## config.mk

```make
export PLATFORM = sky130hd
export DESIGN_NAME = word_serializer
export DESIGN_NICKNAME = d
export VERILOG_FILES = /design/src/rtl/word_serializer_pkg.sv /design/src/rtl/word_serializer_splitter.sv /design/src/rtl/word_serializer.sv
export SDC_FILE = /design/constraint.sdc
export NUM_CORES = 1
export LEC_CHECK = 0
export CAP_MARGIN = 20
export CORE_MARGIN = 4
export CORE_UTILIZATION = 35
export DETAILED_ROUTE_END_ITERATION = 12
export GPL_TIMING_DRIVEN = 0
export SYNTH_ARGS = -nofsm -noshare
export SYNTH_HDL_FRONTEND = slang
export SYNTH_SLANG_ARGS = --single-unit
```

## constraint.sdc

```tcl
create_clock -name clk -period 1.65 [get_ports clk]
set_clock_uncertainty 0.2 [all_clocks]
set_input_delay 0.2475 -clock clk [delete_from_list [all_inputs] [get_ports clk]]
set_output_delay 0.2475 -clock clk [all_outputs]
set_load 0.05 [all_outputs]
```

## src/rtl/word_serializer_pkg.sv

```systemverilog
// -----------------------------------------------------------------------------
// word_serializer_pkg
//
// Purpose : Shared definitions for the word serializer: datapath widths,
//           beat count, FSM state encodings and the beat-to-lane mapping.
//
// Contents:
//   BYTE_W, WORD_W, BEATS  datapath geometry (8-bit lanes of a 32-bit word)
//   BEAT_IDX_W, LAST_BEAT  beat index width and index of the last data beat
//   wser_state_e           IDLE=0, SEND=1, PARITY=2
//   lane_of_beat()         selects the byte lane that goes out on a beat
//
// The PARITY encoding is always declared; it is only reachable when the
// design is built with WSER_PARITY_EN defined.
// -----------------------------------------------------------------------------
package word_serializer_pkg;

  localparam int BYTE_W     = 8;
  localparam int WORD_W     = 32;
  localparam int BEATS      = 4;
  localparam int BEAT_IDX_W = 2;

  localparam logic [BEAT_IDX_W-1:0] LAST_BEAT = BEAT_IDX_W'(BEATS - 1);

  typedef enum logic [1:0] {
    IDLE   = 2'd0,
    SEND   = 2'd1,
    PARITY = 2'd2
  } wser_state_e;

  // Lane 0 is the least significant byte. MSB-first streams walk the lanes
  // downwards from LAST_BEAT, LSB-first streams walk them upwards from 0.
  function automatic logic [BEAT_IDX_W-1:0] lane_of_beat(
    input logic [BEAT_IDX_W-1:0] beat,
    input bit                    msb_first
  );
    return msb_first ? (LAST_BEAT - beat) : beat;
  endfunction

endpackage

```

## src/rtl/word_serializer_splitter.sv

```systemverilog
// -----------------------------------------------------------------------------
// word_serializer_splitter
//
// Purpose : Pure combinational 32-bit to 4 x 8-bit byte splitter. Lane 0 is
//           word_i[7:0], lane 3 is word_i[31:24]. Ordering for transmission
//           is decided by the controller, not here.
//
// Ports   :
//   word_i   in  WORD_W            word to split
//   lanes_o  out BEATS x BYTE_W    byte lanes, lanes_o[n] = word_i[8n+7:8n]
// -----------------------------------------------------------------------------
module word_serializer_splitter
  import word_serializer_pkg::*;
(
  input  logic [WORD_W-1:0]             word_i,
  output logic [BEATS-1:0][BYTE_W-1:0]  lanes_o
);

  for (genvar gi = 0; gi < BEATS; gi++) begin : g_lane
    assign lanes_o[gi] = word_i[gi*BYTE_W +: BYTE_W];
  end

endmodule

```

## src/rtl/word_serializer.sv

```systemverilog
// -----------------------------------------------------------------------------
// word_serializer
//
// Purpose : Accepts one 32-bit word over a valid/ready handshake, holds it and
//           emits its four byte lanes, one per handshake, on an 8-bit
//           valid/ready stream. Optionally appends a parity beat carrying the
//           XOR of the four bytes.
//
// Build option:
//   WSER_PARITY_EN  when defined, a fifth PARITY beat follows the four data
//                   beats and carries out_last; when undefined, out_last is on
//                   the fourth data beat and there is no PARITY state.
//
// Parameters:
//   MSB_FIRST  1: in_data[31:24] goes first; 0: in_data[7:0] goes first
//   CNT_W      width of the completed-word counter
//
// Ports:
//   clk        in   system clock, all state on the rising edge
//   reset      in   synchronous active-high reset
//   in_data    in   32-bit word from the producer
//   in_valid   in   producer has a word on in_data
//   in_ready   out  word is taken on this cycle (combinational from out_ready)
//   out_data   out  current byte
//   out_valid  out  out_data is valid
//   out_ready  in   consumer takes out_data on this cycle
//   out_last   out  current beat is the final beat of the word
//   busy       out  a word is held (SEND or PARITY)
//   word_cnt   out  number of fully sent words, modulo 2^CNT_W
// -----------------------------------------------------------------------------
module word_serializer
  import word_serializer_pkg::*;
#(
  parameter int MSB_FIRST = 1,
  parameter int CNT_W     = 8
) (
  input  logic               clk,
  input  logic               reset,
  input  logic [WORD_W-1:0]  in_data,
  input  logic               in_valid,
  output logic               in_ready,
  output logic [BYTE_W-1:0]  out_data,
  output logic               out_valid,
  input  logic               out_ready,
  output logic               out_last,
  output logic               busy,
  output logic [CNT_W-1:0]   word_cnt
);

  wser_state_e             state_q, state_d;
  logic [WORD_W-1:0]       word_q, word_d;
  logic [BEAT_IDX_W-1:0]   beat_q, beat_d;
  logic [CNT_W-1:0]        cnt_q, cnt_d;
  logic [BYTE_W-1:0]       out_data_q, out_data_d;
  logic                    out_valid_q, out_valid_d;
  logic                    out_last_q, out_last_d;
  logic                    busy_q, busy_d;

  logic                    in_ready_w;
  logic                    accept;
  logic                    out_fire;

  // Lanes of the word that will be held after this edge, so the registered
  // out_data already shows the first byte in the cycle after acceptance.
  logic [BEATS-1:0][BYTE_W-1:0] lanes_d;

  word_serializer_splitter u_splitter (
    .word_i  (word_d),
    .lanes_o (lanes_d)
  );

`ifdef WSER_PARITY_EN
  logic [BYTE_W-1:0] parity_d;

  always_comb begin
    parity_d = '0;
    for (int i = 0; i < BEATS; i++) begin
      parity_d = parity_d ^ lanes_d[i];
    end
  end
`endif

  // out_last_q marks the final beat (beat 3, or the parity beat), so a new
  // word can be taken on the same edge that the final beat is consumed.
  assign in_ready_w = !reset && ((state_q == IDLE) || (out_last_q && out_ready));
  assign accept     = in_valid && in_ready_w;
  assign out_fire   = out_valid_q && out_ready;

  // Next-state and next-output logic. While stalled (no out_fire, no accept)
  // every _d equals its _q, which keeps the output beat stable.
  always_comb begin
    state_d     = state_q;
    word_d      = word_q;
    beat_d      = beat_q;
    cnt_d       = cnt_q;

    if (out_fire) begin
      if (state_q == SEND) begin
        beat_d = beat_q + 2'd1;
      end
      if (out_last_q) begin
        cnt_d   = cnt_q + CNT_W'(1);
        state_d = IDLE;
      end
`ifdef WSER_PARITY_EN
      else if (state_q == SEND && beat_q == LAST_BEAT) begin
        state_d = PARITY;
      end
`endif
    end

    // Acceptance only happens in IDLE or on the final-beat handshake, so it
    // safely overrides the IDLE transition above.
    if (accept) begin
      word_d  = in_data;
      beat_d  = '0;
      state_d = SEND;
    end

    out_valid_d = (state_d != IDLE);
    busy_d      = (state_d != IDLE);
    out_last_d  = 1'b0;
    out_data_d  = out_data_q;   // IDLE keeps the last lane value

    case (state_d)
      SEND: begin
        out_data_d = lanes_d[lane_of_beat(beat_d, MSB_FIRST != 0)];
`ifndef WSER_PARITY_EN
        out_last_d = (beat_d == LAST_BEAT);
`endif
      end
`ifdef WSER_PARITY_EN
      PARITY: begin
        out_data_d = parity_d;
        out_last_d = 1'b1;
      end
`endif
      default: ;
    endcase
  end

  always_ff @(posedge clk) begin
    if (reset) begin
      state_q     <= IDLE;
      word_q      <= '0;
      beat_q      <= '0;
      cnt_q       <= '0;
      out_data_q  <= '0;
      out_valid_q <= 1'b0;
      out_last_q  <= 1'b0;
      busy_q      <= 1'b0;
    end else begin
      state_q     <= state_d;
      word_q      <= word_d;
      beat_q      <= beat_d;
      cnt_q       <= cnt_d;
      out_data_q  <= out_data_d;
      out_valid_q <= out_valid_d;
      out_last_q  <= out_last_d;
      busy_q      <= busy_d;
    end
  end

  assign in_ready  = in_ready_w;
  assign out_data  = out_data_q;
  assign out_valid = out_valid_q;
  assign out_last  = out_last_q;
  assign busy      = busy_q;
  assign word_cnt  = cnt_q;

endmodule

```

# Word level (Yosys, flattened, before mapping)
# Index checks and enable logic that the tools add are counted.
# op_classes
addsub	3
magnitude_cmp	1
n_eq_ne	3
muxes	9
n_bitwise	1
n_reduce_logical	10
# op_table
cell	n
$mux W32	1
$bmux W8 S2	1
$mux W2	6
$add A8 B1 Y8 const B	1
$mux W8	1
$eq A2 B1 Y1 const B	2
$logic_and A1 B1 Y1	4
$lt A2 B3 Y1 const B	1
$add A2 B1 Y2 const B	1
$eq A2 B2 Y1 const B	1
$logic_not A2 Y1	1
$reduce_and A2 Y1	1
$reduce_bool A2 Y1	1
$reduce_or A2 Y1	1
$sub A2 B2 Y2 const A	1
$logic_not A1 Y1	1
$logic_or A1 B1 Y1	1
$not A1 Y1	1
# totals
regBits	54
inputBits	36
out_inout_bits	20

# Depth between registers and ports, before layout
# Gate-level depths: netlist of the first run.
# depth
ltp_word	8
depth_mapped	6
depth_no_buf	5

# Cells and area by module
# From an unflattened synthesis of the first run, not the netlist that was laid out.
# unflattened
hier_cells	398
area_unflattened_um2	3062.9
# by_module_without_submodules
mod	instances	cells_each	area_each_um2
word_serializer	1	366	2822.7
word_serializer_splitter	1	32	240.2

# Worst setup path after synthesis of the first run
# No wires, ideal clock.
# synth_timing
path_kind	register to register
start	reg, netlist name busy
end	reg out_data_q[0] (netlist: out_data[0])
arrival_ps	1752
required_time_ps	1380
path_slack_ps	-372
stages_incl_launch_ff	7
path_buffers	1
period_less_slack_ps	2022
path_cell_list	dfxtp_1 > and4b_1 > buf_2 > nand2_1 > o22ai_1 > a221oi_1 > a21oi_1
# synth_lines
item	line_no	source
end signal, assigned	word_serializer.sv:157	out_data_q <= out_data_d;
end, declared	word_serializer.sv:54	logic [BYTE_W-1:0] out_data_q, out_data_d;

# Worst setup path after layout of the first run
# layout_timing
start	reg state_q[1]
end	reg out_data_q[6] (netlist: out_data[6])
# layout_between
elab_chain_len	8
word_cells_on_any_way	16
cone_classes	1 x add/sub; 2 x eq/ne; 9 x mux; 4 x reduce/logical
# layout_rtl
item	line_no	source
start, declared	word_serializer.sv:50	wser_state_e state_q, state_d;
start signal, assigned	word_serializer.sv:153	state_q <= state_d;
branches (longest 8 deep; another with $sub A2 B2 Y2)	n/a	
# Parallel ways; which one is timed is not known. The select of a mux whose other input is x is not followed.
# A chain may end at the register's enable or synchronous reset.

==> out/qor.csv, run 1 <==
stage,metric,value,unit
hold_path,hold_path.startpoint,word_q[28],
worst_setup_path,crit_start,state_q[1],
grt,grt_max_degree,18,
synth,muxShareOfSynthArea,0.0341,
grt,overflow,0,
timing,holdWs,0.261,ns
synth,syn_area_per_cell,8.28,sq um
worst_setup_path,endpoint_kind,flip-flop,
route,drt_wl_total,7.74,mm
placement,placed_cell_area,3070,sq um
synth,syn-num-nets,312,
power_and_ir_drop,peakVddDrop,0.507,mV
floorplanning,core-area,6350,sq um
timing,tns,-6.85,ns
synth,synth-seq-area-share,0.475,
synth,synth_fa_ha_area_frac,0.00550,
timing,worst_pin_slew,0.681,ns
route,drc,0,
worst_setup_path,critPathRequiredTime,1.69,ns
placement,dp_hpwl,4.46,mm
synth,synthXorXnorAreaFrac,0.0379,
cells_and_area,syn2layout_area_growth,74.5,%
cells_and_area,final_cells,444,
timing,relSlewSlack,0.546,
cells_and_area,n_fill_cell,503,
grt,grt_pass1_wl,12.2,mm
cells_and_area,antenna_cells,0,
cells_and_area,final_area,3970,sq um
floorplanning,placementRows,29,
timing,rsz0062_at_grt,yes,
timing,final_hold_viol_count,0,
floorplanning,dieArea,7860,sq um
route,drt_pass1_iterations,4,
placement,io_buffers,55,
synth,synth_compound_area_frac,0.186,
timing,drv_slew,0,
placement,place.gp.congestion,0.817,
clock_network,path_clk_slew,0.10,ns
clock_network,worstSkewPairLatency,0.32,ns
timing,fmax,0.517,GHz
synth,mappedNetlistArea,2280,sq um
route,wl_per_cell,17.4,um
clock_network,root_buffer,clkbuf_8,
clock_network,clk_path_buf_depth,2,
route,vias,2375,
synth,synth_top_family_by_area,simple AND/OR/NAND/NOR gates,
run_status,outcome,finished with violations,
clock_network,htreeDepth,2,
power_and_ir_drop,total_power,2.86,mW
route,ant_nets,0,
hold_path,hold_depth,2,
grt,grt_usage,0.202,
run_status,violations,negative setup slack,
clock_network,cts_tree,built,
worst_setup_path,crit_type,flip-flop to flip-flop,
synth,async_flop_share,0,
run,maxCapViolCount,0,
floorplanning,die_width,88.6,um
timing,final-setup-viol-count,44,
floorplanning,pin_count,56,
placement,post-place-ws,-1.23,ns
synth,ys.flop_type,dfxtp_1,
worst_setup_path,r2r-start,state_q[1],
worst_setup_path,r2r_cells,6,
grt,antenna_found_initial,0,
hold_path,min_path_type,flip-flop to flip-flop,
synth,ys_warn_count,0,
timing,fin_crit,1.93,ns
clock_network,numCtsBuffers,5,
cells_and_area,utilization,0.625,
synth,synthCells,275,
route,vias_per_cell,5.35,
floorplanning,initial_core_util,0.358,
synth,ys_ff_latch,54,
floorplanning,dieHeight,88.6,um
clock_network,hold_buffers,0,
synth,synth_edf_count,0,
worst_setup_path,cp-start-kind,flip-flop,
worst_setup_path,path_max_fanout,8,
worst_setup_path,worstPathArrival,1.97,ns
grt,grt_pass1_vias,2426,
route,initialDrtViolationCount,130,
power_and_ir_drop,p_leak,1.47,nW
clock_network,clock-sinks,54,
timing,fin_ws,-0.283,ns
placement,placed_cells,407,
synth,ys_types,39,
cells_and_area,drive_gt1_frac,0.452,
timing,period_share,1.17,
synth,synthSimpleGateAreaFrac,0.219,
power_and_ir_drop,p_per_area,720,nW/um^2
cells_and_area,fin_nets,403,
## metal layers
layer	global-route usage	share of wire
met5	0	0
met4	0.0755	0.025
met3	0.0400	0.055
met2	0.326	0.49
met1	0.266	0.43
## flip-flops by register name, summed over array words and instances, names as in the netlist
register  cells
word_q       32
busy          1
word_cnt      8
out_data      8
out_last      1
beat_q        2
state_q       2
## critical path, cell delays in order (launching register included)
cell and delay [ns]:
dfxtp_4 0.38, a2bb2oi_4 0.18, or3b_4 0.43, clkbuf_16 0.19, o21ai_4 0.13, o221ai_2 0.14
a31oi_1 0.19
## cells by family after synthesis
kind of cell	count (synthesis)
flip-flops	54
buffers and inverters	22
AO/OA/AOI/OAI	67
multiplexers	7
adder cells (fa/ha/maj)	1
XOR/XNOR	9
AND/OR/NAND/NOR	115
## path summary, 6_finish.rpt
path,endpoint,slack (ns)
worst max-delay path,out_data[6],-0.28
worst min register to register,out_data[4],0.26
worst max register to register,out_data[6],-0.28
worst min-delay path,out_data[4],0.26
## placed cells by master, fill, tap and decap left out, drive strengths merged
master | synthesis | layout
or3 | 2 | 2
a31oi | 3 | 3
nor2 | 11 | 11
or3b | 1 | 1
a2bb2oi | 1 | 1
nand2 | 79 | 79
ha | 1 | 1
nor3 | 3 | 3
buf | 8 | 37
o21ai | 3 | 4
nand4b | 1 | 1
and3 | 5 | 5
a21oi | 41 | 41
clkdlybuf4s15 | 0 | 10
dfxtp | 54 | 54
a221o | 1 | 1
nand3 | 7 | 7
o311ai | 1 | 1
clkbuf | 12 | 26
a21bo | 1 | 1
and4b | 1 | 1
a221oi | 6 | 6
o22ai | 1 | 1
mux2i | 1 | 1
o221ai | 8 | 8
clkinv | 1 | 3
o32ai | 1 | 1
clkdlybuf4s50 | 0 | 33
mux2 | 6 | 6
dlygate4sd2 | 0 | 2
nor3b | 3 | 3
xnor2 | 3 | 3
nand4 | 2 | 2
xor2 | 6 | 6
inv | 1 | 2
## power breakdown
part | switching (mW) | leakage (nW) | internal, mW
clock | 0.481 | 0.0483 | 0.301
sequential | 0.0572 | 0.443 | 1.36
combinational | 0.346 | 0.978 | 0.313
## layout make-up
cell class,instances,area [sq um],share of cell area
timing repair buffer,84,871,0.219
multi-input combinational,200,1600,0.403
inverter,2,7.51,0.00189
sequential,54,1100,0.276
clock buffer,5,68.8,0.0173
tap,77,96.3,0.0243
clock inverter,3,18.8,0.00473
buffer,19,214,0.0539
## Yosys cell counts, drive strengths merged (2+ instances only)
cell | n | area [sq um]
or3 | 2 | 12.5
nand4 | 2 | 12.5
nor3b | 3 | 27.5
mux2 | 6 | 67.6
o221ai | 8 | 70.1
clkbuf | 12 | 46.3
xor2 | 6 | 52.6
nor3 | 3 | 15.0
a31oi | 3 | 18.8
buf | 8 | 41.3
and3 | 5 | 31.3
o21ai | 3 | 18.8
xnor2 | 3 | 33.8
a221oi | 6 | 52.6
dfxtp | 54 | 1080
a21oi | 41 | 205
nand2 | 79 | 297
nor2 | 11 | 41.3
nand3 | 7 | 35.0
## repair_timing
item | CTS | global route
setup buffers | 19 | 9
pin swaps | 58 | 19
gates cloned | 7 | 0
gates resized for setup | 164 | 38
setup endpoints to repair | 74 | 56
(Power assumes the default switching activity.)
==> inputs of run 2 (changes only) <==
--- a/config.mk
+++ b/config.mk
@@ -10,6 +10,7 @@
 export CORE_UTILIZATION = 35
 export DETAILED_ROUTE_END_ITERATION = 12
 export GPL_TIMING_DRIVEN = 0
+export RECOVER_POWER = 25
 export SYNTH_ARGS = -nofsm -noshare
 export SYNTH_HDL_FRONTEND = slang
 export SYNTH_SLANG_ARGS = --single-unit
==> results of run 2 <==
Same layout as run 1: the final DEF is identical, and so are final timing and power.
